[config.mk]
export PLATFORM = sky130hd
export DESIGN_NAME = corrige_hamming_secded
export DESIGN_NICKNAME = d
export VERILOG_FILES = /design/src/rtl/hamming_pkg.sv /design/src/rtl/hamming_sindrome.sv /design/src/rtl/corrige_hamming_secded.sv
export SDC_FILE = /design/constraint.sdc
export NUM_CORES = 1
export LEC_CHECK = 0
export BUFFER_PORTS_ARGS = -buffer_cell sky130_fd_sc_hd__buf_2
export CORE_MARGIN = 2
export CORE_UTILIZATION = 55
export DETAILED_ROUTE_END_ITERATION = 16
export PLACE_DENSITY = 0.83
export SYNTH_ARGS = -nofsm -noshare
export SYNTH_HDL_FRONTEND = slang
export SYNTH_SLANG_ARGS = --single-unit
export TNS_END_PERCENT = 100
[constraint.sdc]
create_clock -name clk -period 2.3 [get_ports clk]
set_input_delay 0.23 -clock clk [delete_from_list [all_inputs] [get_ports clk]]
set_output_delay 0.23 -clock clk [all_outputs]
set_load 0.01 [all_outputs]
[src/rtl/hamming_pkg.sv]
// Shared Hamming SECDED helpers: code geometry and data-bit placement.
// The matching encoder uses the same mapping so both ends agree on bit order.
package hamming_pkg;

  function automatic int unsigned calc_n(input int unsigned r);
    return (32'd1 << r) - 32'd1;
  endfunction

  function automatic int unsigned calc_k(input int unsigned r);
    return (32'd1 << r) - 32'd1 - r;
  endfunction

  // Codeword position (1..N) carrying data bit idx. Powers of two hold parity bits.
  function automatic int unsigned data_pos(input int unsigned r, input int unsigned idx);
    int unsigned cnt;
    int unsigned pos;
    cnt = 0;
    pos = 0;
    for (int unsigned p = 1; p < 64; p++) begin
      if ((p < (32'd1 << r)) && ((p & (p - 32'd1)) != 0)) begin
        if (cnt == idx) pos = p;
        cnt++;
      end
    end
    return pos;
  endfunction

endpackage

[src/rtl/hamming_sindrome.sv]
// Combinational syndrome and overall-parity generator for an extended Hamming codeword.
module hamming_sindrome
  import hamming_pkg::*;
#(
  parameter int unsigned R = 4,
  localparam int unsigned N = calc_n(R)
) (
  input  logic [N:0]   codeword,
  output logic [R-1:0] s,
  output logic         p
);

  always_comb begin
    s = '0;
    for (int unsigned i = 1; i <= N; i++) begin
      if (codeword[i]) s = s ^ i[R-1:0];
    end
    p = ^codeword;
  end

endmodule

[src/rtl/corrige_hamming_secded.sv]
// Two-stage SECDED decoder with valid/ready handshake and saturating error counters.
module corrige_hamming_secded
  import hamming_pkg::*;
#(
  parameter int unsigned R     = 4,
  parameter int unsigned CNT_W = 16,
  localparam int unsigned N    = calc_n(R),
  localparam int unsigned K    = calc_k(R)
) (
  input  logic             clk,
  input  logic             rst_n,
  input  logic [N:0]       entrada,
  input  logic             in_valid,
  output logic             in_ready,
  output logic [K-1:0]     saida,
  output logic             out_valid,
  input  logic             out_ready,
  output logic             err_corr,
  output logic             err_unc,
  input  logic             clr_cnt,
  output logic [CNT_W-1:0] cnt_corr,
  output logic [CNT_W-1:0] cnt_unc
);

  logic [R-1:0]     s_comb;
  logic             p_comb;
  logic             s1_full_q;
  logic [N:0]       s1_cw_q;
  logic [R-1:0]     s1_s_q;
  logic             s1_p_q;
  logic             s2_full_q;
  logic [K-1:0]     saida_q, saida_d;
  logic             err_corr_q, err_corr_d;
  logic             err_unc_q, err_unc_d;
  logic [CNT_W-1:0] cnt_corr_q, cnt_unc_q;
  logic [N:0]       corrected;
  logic             s2_ready, s1_adv, in_fire, out_fire;

  hamming_sindrome #(.R(R)) u_sindrome (
    .codeword (entrada),
    .s        (s_comb),
    .p        (p_comb)
  );

  assign s2_ready = !s2_full_q || out_ready;
  assign s1_adv   = s1_full_q && s2_ready;
  assign in_ready = !s1_full_q || s1_adv;
  assign in_fire  = in_valid && in_ready;
  assign out_fire = s2_full_q && out_ready;

  always_ff @(posedge clk or negedge rst_n) begin
    if (!rst_n) begin
      s1_full_q <= 1'b0;
      s1_cw_q   <= '0;
      s1_s_q    <= '0;
      s1_p_q    <= 1'b0;
    end else begin
      if (in_ready) s1_full_q <= in_valid;
      if (in_fire) begin
        s1_cw_q <= entrada;
        s1_s_q  <= s_comb;
        s1_p_q  <= p_comb;
      end
    end
  end

  // Odd parity means a single flip; a nonzero syndrome then names the bad position.
  always_comb begin
    corrected = s1_cw_q;
    if ((s1_s_q != '0) && s1_p_q) corrected[s1_s_q] = ~s1_cw_q[s1_s_q];
    saida_d = '0;
    for (int unsigned i = 0; i < K; i++) begin
      saida_d[i] = corrected[data_pos(R, i)];
    end
    err_corr_d = s1_p_q;
    err_unc_d  = (s1_s_q != '0) && !s1_p_q;
  end

  always_ff @(posedge clk or negedge rst_n) begin
    if (!rst_n) begin
      s2_full_q  <= 1'b0;
      saida_q    <= '0;
      err_corr_q <= 1'b0;
      err_unc_q  <= 1'b0;
    end else begin
      if (s2_ready) s2_full_q <= s1_full_q;
      if (s1_adv) begin
        saida_q    <= saida_d;
        err_corr_q <= err_corr_d;
        err_unc_q  <= err_unc_d;
      end
    end
  end

  always_ff @(posedge clk or negedge rst_n) begin
    if (!rst_n) begin
      cnt_corr_q <= '0;
      cnt_unc_q  <= '0;
    end else if (clr_cnt) begin
      cnt_corr_q <= '0;
      cnt_unc_q  <= '0;
    end else if (out_fire) begin
      if (err_corr_q && (cnt_corr_q != {CNT_W{1'b1}})) cnt_corr_q <= cnt_corr_q + 1'b1;
      if (err_unc_q && (cnt_unc_q != {CNT_W{1'b1}}))   cnt_unc_q  <= cnt_unc_q + 1'b1;
    end
  end

  assign saida     = saida_q;
  assign out_valid = s2_full_q;
  assign err_corr  = err_corr_q;
  assign err_unc   = err_unc_q;
  assign cnt_corr  = cnt_corr_q;
  assign cnt_unc   = cnt_unc_q;

endmodule

==> out/results.ini, run 1 <==
[drt]
viasPerCell = 5.44
antenna_left = 0
num_vias = 2702
wl_per_cell_um = 14.3
drt_iter0_markers = 116
drc = 0
wl_mm = 7.10
dr.pass1.iters = 4

[place]
pre_cts_slack_ns = 0.500
io_buffers = 67
place_hpwl_mm = 5.28
place_area_um2 = 3880
place_congestion = 0.836

[synth]
postSynthAreaPerCell_um2 = 10.1
ys_async_sr_fraction_pct = 100
yosysMostFrequentCell = dfrtp_1
synth_seq_cells = 65
synth_area_um2 = 3440
synthTopCellsByArea = dfrtp_1 47%, xnor2_1 9.9%, mux2_2 5.9%
syn_nets = 364
netlist_top_cells_count = 65 x dfrtp_1, 39 x xnor2_1, 38 x nor2_1
synth_cells = 341
seq_area_frac_synth_pct = 47.3
synth_area_leader_cell = dfrtp_1
synth_cell_types = 38
yosys_warnings = 0
ys.flop_type = dfrtp_1
synth-edff-count = 0
synth_top_area_share_pct = 47.3

[status]
outcome = completed

[global_route]
grt_pass1_wl_mm = 12.2
grt_overflow = 0
grt_max_degree = 37
grt_usage_pct = 21.9
antenna_found_initial = 0
grt_pass1_vias = 2616

[pwr]
vdd_drop_max_uv = 446
p_sw_share_pct = 29.5
p_clk_share_pct = 33.8
combinationalPowerShare_pct = 20.7
powerDensity_nw_per_um2 = 778
leakage_nw = 1.84
p_sw_uw = 944
intPower_mw = 2.26
seqPwrFrac_pct = 45.5

[cts]
cts_tree = yes
clock_latency_ns = 0.35
clock-sinks = 65
cts_root_buf = clkbuf_8
htree_levels = 3
cts_resized = 0
cts.path.max_buffers = 2
cts_buffers = 9
clk_pin_slew_worst_paths_ns = 0.07

[die]
die_w_um = 83.1
rows = 28
dieArea_um2 = 6900
die_height_um = 83.1
core-area_um2 = 5990
start_util_pct = 57.4
ios = 68

[min_path]
worstHoldPathType = in -> reg
hp-start = in_valid
hold_end = s1_full_q
whs_path_depth = 2

[timing]
finClkSkew_ns = 0.00459
hold_viol = 0
fin_crit_sh_pct = 80.1
relSlewSlack_pct = 45.3
rsz0062_at_grt = false
setup_ws_ns = 0.457
max_freq_mhz = 543
setup_tns_ns = 0
tightest_slew_ns = 0.821
whs_ns = 0.0929
setup_viol = 0
min_period_ns = 1.84
maxSlewViolCount = 0

[setup_path]
timing.rr.end = saida[10]
startpoint_type = register
cp.arrival_ns = 2.10
critPathCaptureType = register
rr_worst_depth = 4
path_class = reg -> reg
r2r_setup_slack_ns = 0.46
required_ns = 2.56
timing.rr.start = s1_s_q[1]
critPathMaxFanout = 12

[final_layout]
final_util_pct = 68.7
antennaDiodeCount = 0
syn_to_final_growth_pct = 19.7
nets = 440
layout-drive-gt1-share_pct = 26.8
nFillCells = 473
final_area_um2 = 4120

[job]
maxCapViolations = 0

## cell families after synthesis
logic type	after synthesis	share of synthesized area, %
AND/OR/NAND/NOR	147	22.2
AO/OA/AOI/OAI	29	4.55
adder cells (fa/ha/maj)	2	0.728
flip-flops	65	47.3
multiplexers	33	10.3
XOR/XNOR	53	13.5
buffers and inverters	12	1.42
## metal layers
metal	GRT usage (%)	up-vias	part of all wire (%)	wire length (um)
met5	0	-	0	0
met4	10.1	0	2.5	176
met3	5.27	18	5.3	375
met2	36.0	76	49	3450
met1	27.2	1274	44	3090
li1	-	1334	-	-
## power by group through the flow
stage                     combinational (mW)  clock [mW]  sequential, mW
after floorplan                        0.449           0            1.45
after global placement                 0.646           0            1.46
after detailed placement               0.668           0            1.48
after CTS                              0.672        1.10            1.46
after global routing                   0.739        1.15            1.49
final                                  0.663        1.08            1.46
## registers in the layout, summed over array words and instances (netlist names)
register,cells
s1_cw_q,13
out_valid,1
err_unc,1
cnt_corr,16
cnt_unc,16
err_corr_d,1
err_corr,1
saida,11
s1_full_q,1
s1_s_q,4
## how the worst max path moves through the flow
stage / cells past startpoint / endpoint / startpoint / slack, ns
3_3_place_gp: 6 / cnt_corr[14] / cnt_corr[0] / 0.59
5_1_grt: 4 / saida[10] / s1_s_q[1] / 0.26
6_report: 4 / saida[10] / s1_s_q[1] / 0.46
4_1_cts: 4 / saida[10] / s1_s_q[1] / 0.49
3_5_place_dp: 4 / saida[10] / s1_s_q[1] / 0.50
2_1_floorplan: 6 / cnt_corr[14] / cnt_corr[0] / 0.60
## final cells by class
cell class | count | area, um2 | share of cell area (%)
Multi-Input combinational cell | 264 | 1760 | 42.8
Tap cell | 75 | 93.8 | 2.28
Inverter | 2 | 7.51 | 0.182
Timing Repair Buffer | 75 | 398 | 9.67
Clock buffer | 15 | 196 | 4.77
Sequential cell | 65 | 1630 | 39.5
Clock inverter | 1 | 30.0 | 0.730
## layout by cell type (no fill, tap or decap), types with 6 or more instances in the layout
cell type / netlist / layout
nand4_1: 10 / 10
nor2_1: 38 / 38
mux2i_1: 15 / 15
clkbuf_8: 0 / 14
nand2b_1: 6 / 6
mux2_2: 18 / 18
xnor2_1: 39 / 39
nand3_1: 14 / 14
xor2_1: 14 / 14
buf_2: 3 / 67
o21ai_0: 21 / 21
buf_4: 0 / 7
dfrtp_1: 65 / 65
nor3_1: 9 / 9
nand2_1: 36 / 36
## per-stage QoR
step,cells,total power [mW]
4_1_cts,497,3.23
3_3_place_gp,480,2.11
2_1_floorplan,341,1.90
6_report,497,3.20
3_5_place_dp,480,2.15
5_1_grt,497,3.38
## critical path, stage by stage (launching register included)
cell	delay (ns)
dfrtp_1	0.63
mux2_2	0.39
o21ai_0	0.36
mux2i_1	0.18
o21ai_0	0.19
## timing repair
action	in CTS	in global routing
hold buffers	1	0
setup buffers	0	0
hold endpoints to repair	30	0
(Power assumes the default switching activity.)
==> run 2: changes to the inputs <==
==> constraint.sdc (replaced) <==
create_clock -name clk -period 1.8 [get_ports clk]
set_input_delay 0.18 -clock clk [delete_from_list [all_inputs] [get_ports clk]]
set_output_delay 0.18 -clock clk [all_outputs]
set_load 0.01 [all_outputs]
==> out/results.ini, run 2 (synthesis gave the netlist of run 1 again) <==
[status]
outcome = completed  ; unchanged

[cts]
cts.path.max_buffers = 2  ; unchanged
cts_root_buf = clkbuf_8  ; unchanged
post-cts-setup-buffers = 0  ; unchanged
clock_latency_ns = 0.34  ; was 0.35 ns
htree_levels = 3  ; unchanged
cts_tree = yes  ; unchanged
cts_buffers = 9  ; unchanged
clock-sinks = 65  ; unchanged
clk_pin_slew_worst_paths_ns = 0.07  ; about the same

[place]
place_area_um2 = 3940  ; was 3880 um2
io_buffers = 67  ; unchanged
placed_cells = 486  ; was 480
place_hpwl_mm = 5.18  ; was 5.28 mm
place_congestion = 0.863  ; was 0.836

[timing]
tightest_slew_ns = 0.585  ; was 0.821 ns
fin_crit_sh_pct = 96.5  ; was 80.1%
setup_viol = 0  ; unchanged
hold_viol = 0  ; unchanged
rsz0062_at_grt = true  ; was false
max_freq_mhz = 576  ; was 543 MHz
maxSlewViolCount = 0  ; unchanged
finClkSkew_ns = 0.00697  ; was 0.00459 ns
min_period_ns = 1.74  ; was 1.84 ns
relSlewSlack_pct = 61.0  ; was 45.3%

[global_route]
grt_max_degree = 66  ; was 37
grt_overflow = 0  ; unchanged
grt_pass1_wl_mm = 12.4  ; was 12.2 mm
grt_usage_pct = 22.1  ; was 21.9%
antenna_found_initial = 0  ; unchanged
grt_pass1_vias = 2680  ; was 2616

[drt]
drc = 0  ; unchanged
antenna_left = 0  ; unchanged
wl_mm = 7.54  ; was 7.10 mm
num_vias = 2779  ; was 2702
viasPerCell = 5.52  ; was 5.44
drt_iter0_markers = 126  ; was 116
dr.pass1.iters = 4  ; unchanged
wl_per_cell_um = 15.0  ; was 14.3 um

[setup_path]
required_ns = 2.01  ; was 2.56 ns
critPathMaxFanout = 4  ; was 12
startpoint_type = register  ; unchanged
crit_chain = ha_4 -> nand2_1 -> or3_4 -> and4bb_2 -> xnor2_1 -> nor2_1  ; was mux2_2 -> o21ai_0 -> mux2i_1 -> o21ai_0
path_class = reg -> reg  ; unchanged
crit_slowest_cell = or3_4  ; was dfrtp_1
rr_worst_depth = 6  ; was 4
cp.arrival_ns = 1.95  ; was 2.10 ns
critPathCaptureType = register  ; unchanged
crit_path_max_incr_delay_ns = 0.44  ; was 0.63 ns

[pwr]
powerDensity_nw_per_um2 = 965  ; was 778 nW/um2
leakage_nw = 1.88  ; was 1.84 nW
vdd_drop_max_uv = 666  ; was 446 uV
finalPower_mw = 4.06  ; was 3.20 mW

[final_layout]
layout-drive-gt1-share_pct = 29.2  ; was 26.8%
layout_commonest_cell = buf_2  ; unchanged
final_area_um2 = 4210  ; was 4120 um2
nets = 446  ; was 440
antennaDiodeCount = 0  ; unchanged
finalNonFillerCells = 503  ; was 497
layout_common_cells = 67 x buf_2, 65 x dfrtp_1, 39 x xnor2_1, 38 x nor2_1, 36 x nand2_1  ; unchanged
syn_to_final_growth_pct = 22.4  ; was 19.7%

[min_path]
whs_path_depth = 2  ; unchanged
worstHoldPathType = in -> reg  ; unchanged

[die]
start_util_pct = 57.4  ; unchanged
ios = 68  ; unchanged
rows = 28  ; unchanged
die_height_um = 83.1  ; unchanged
die_w_um = 83.1  ; unchanged
core-area_um2 = 5990  ; unchanged
dieArea_um2 = 6900  ; unchanged

[job]
maxCapViolations = 0  ; unchanged

-- run 2: stage by stage --
step           setup WS, ns  TNS (ns)  util (%)  hold WS, ns
6_report             0.0630         0      70.3       0.0593
5_1_grt             -0.0171   -0.0376      70.3       0.0435
4_1_cts              0.0217         0      69.3       0.0486
3_5_place_dp         0.0641         0      65.7        0.223
3_3_place_gp          0.116         0      65.7        0.221
2_1_floorplan        0.0983         0         -       -0.116
-- run 2: critical path, delay by kind of cell, from the launching register on --
kind | cells | cell delay (ns)
adder cells (fa/ha/maj) | 1 | 0.18
flip-flops | 1 | 0.42
XOR/XNOR | 1 | 0.11
AND/OR/NAND/NOR | 4 | 0.90
-- run 2: layout make-up --
cell class / instances / area, um2
clock buffers: 14 / 173
inverters: 2 / 7.51
repair buffers: 81 / 455
fillers: 442 / 1780
clock inverters: 2 / 35.0
well taps: 75 / 93.8
flip-flops and latches: 65 / 1630
multi-input cells: 264 / 1820
-- run 2: final timing paths --
kind | startpoint | end | slack (ns)
worst max-delay path | cnt_corr[1] | cnt_corr[14] | 0.06
worst min-delay path | in_valid | s1_full_q | 0.06
worst max register to register | cnt_corr[1] | cnt_corr[14] | 0.06
worst min register to register | saida[10] | saida[10] | 0.48
max in group asynchronous | rst_n | out_valid | 1.14
min in group asynchronous | rst_n | cnt_unc[9] | 0.39
-- run 2: per-layer routing --
layer	vias up	share of wire (%)	GRT usage, %
li1	1350	-	-
met1	1367	44	27.5
met2	57	51	36.7
met3	5	3.4	5.57
met4	0	1.0	9.24
met5	-	0	0
-- run 2: where the power goes --
group / internal (mW) / switching [mW]
sequential: 1.65 / 0.205
combinational: 0.443 / 0.458
clock: 0.753 / 0.555
total: 2.84 / 1.22
-- run 2: what timing repair did --
item                                    in CTS  in global routing
hold endpoints to repair                    65                  0
endpoints found under the setup margin       0                 15
resized for setup                            0                  9
hold buffers                                 1                  0
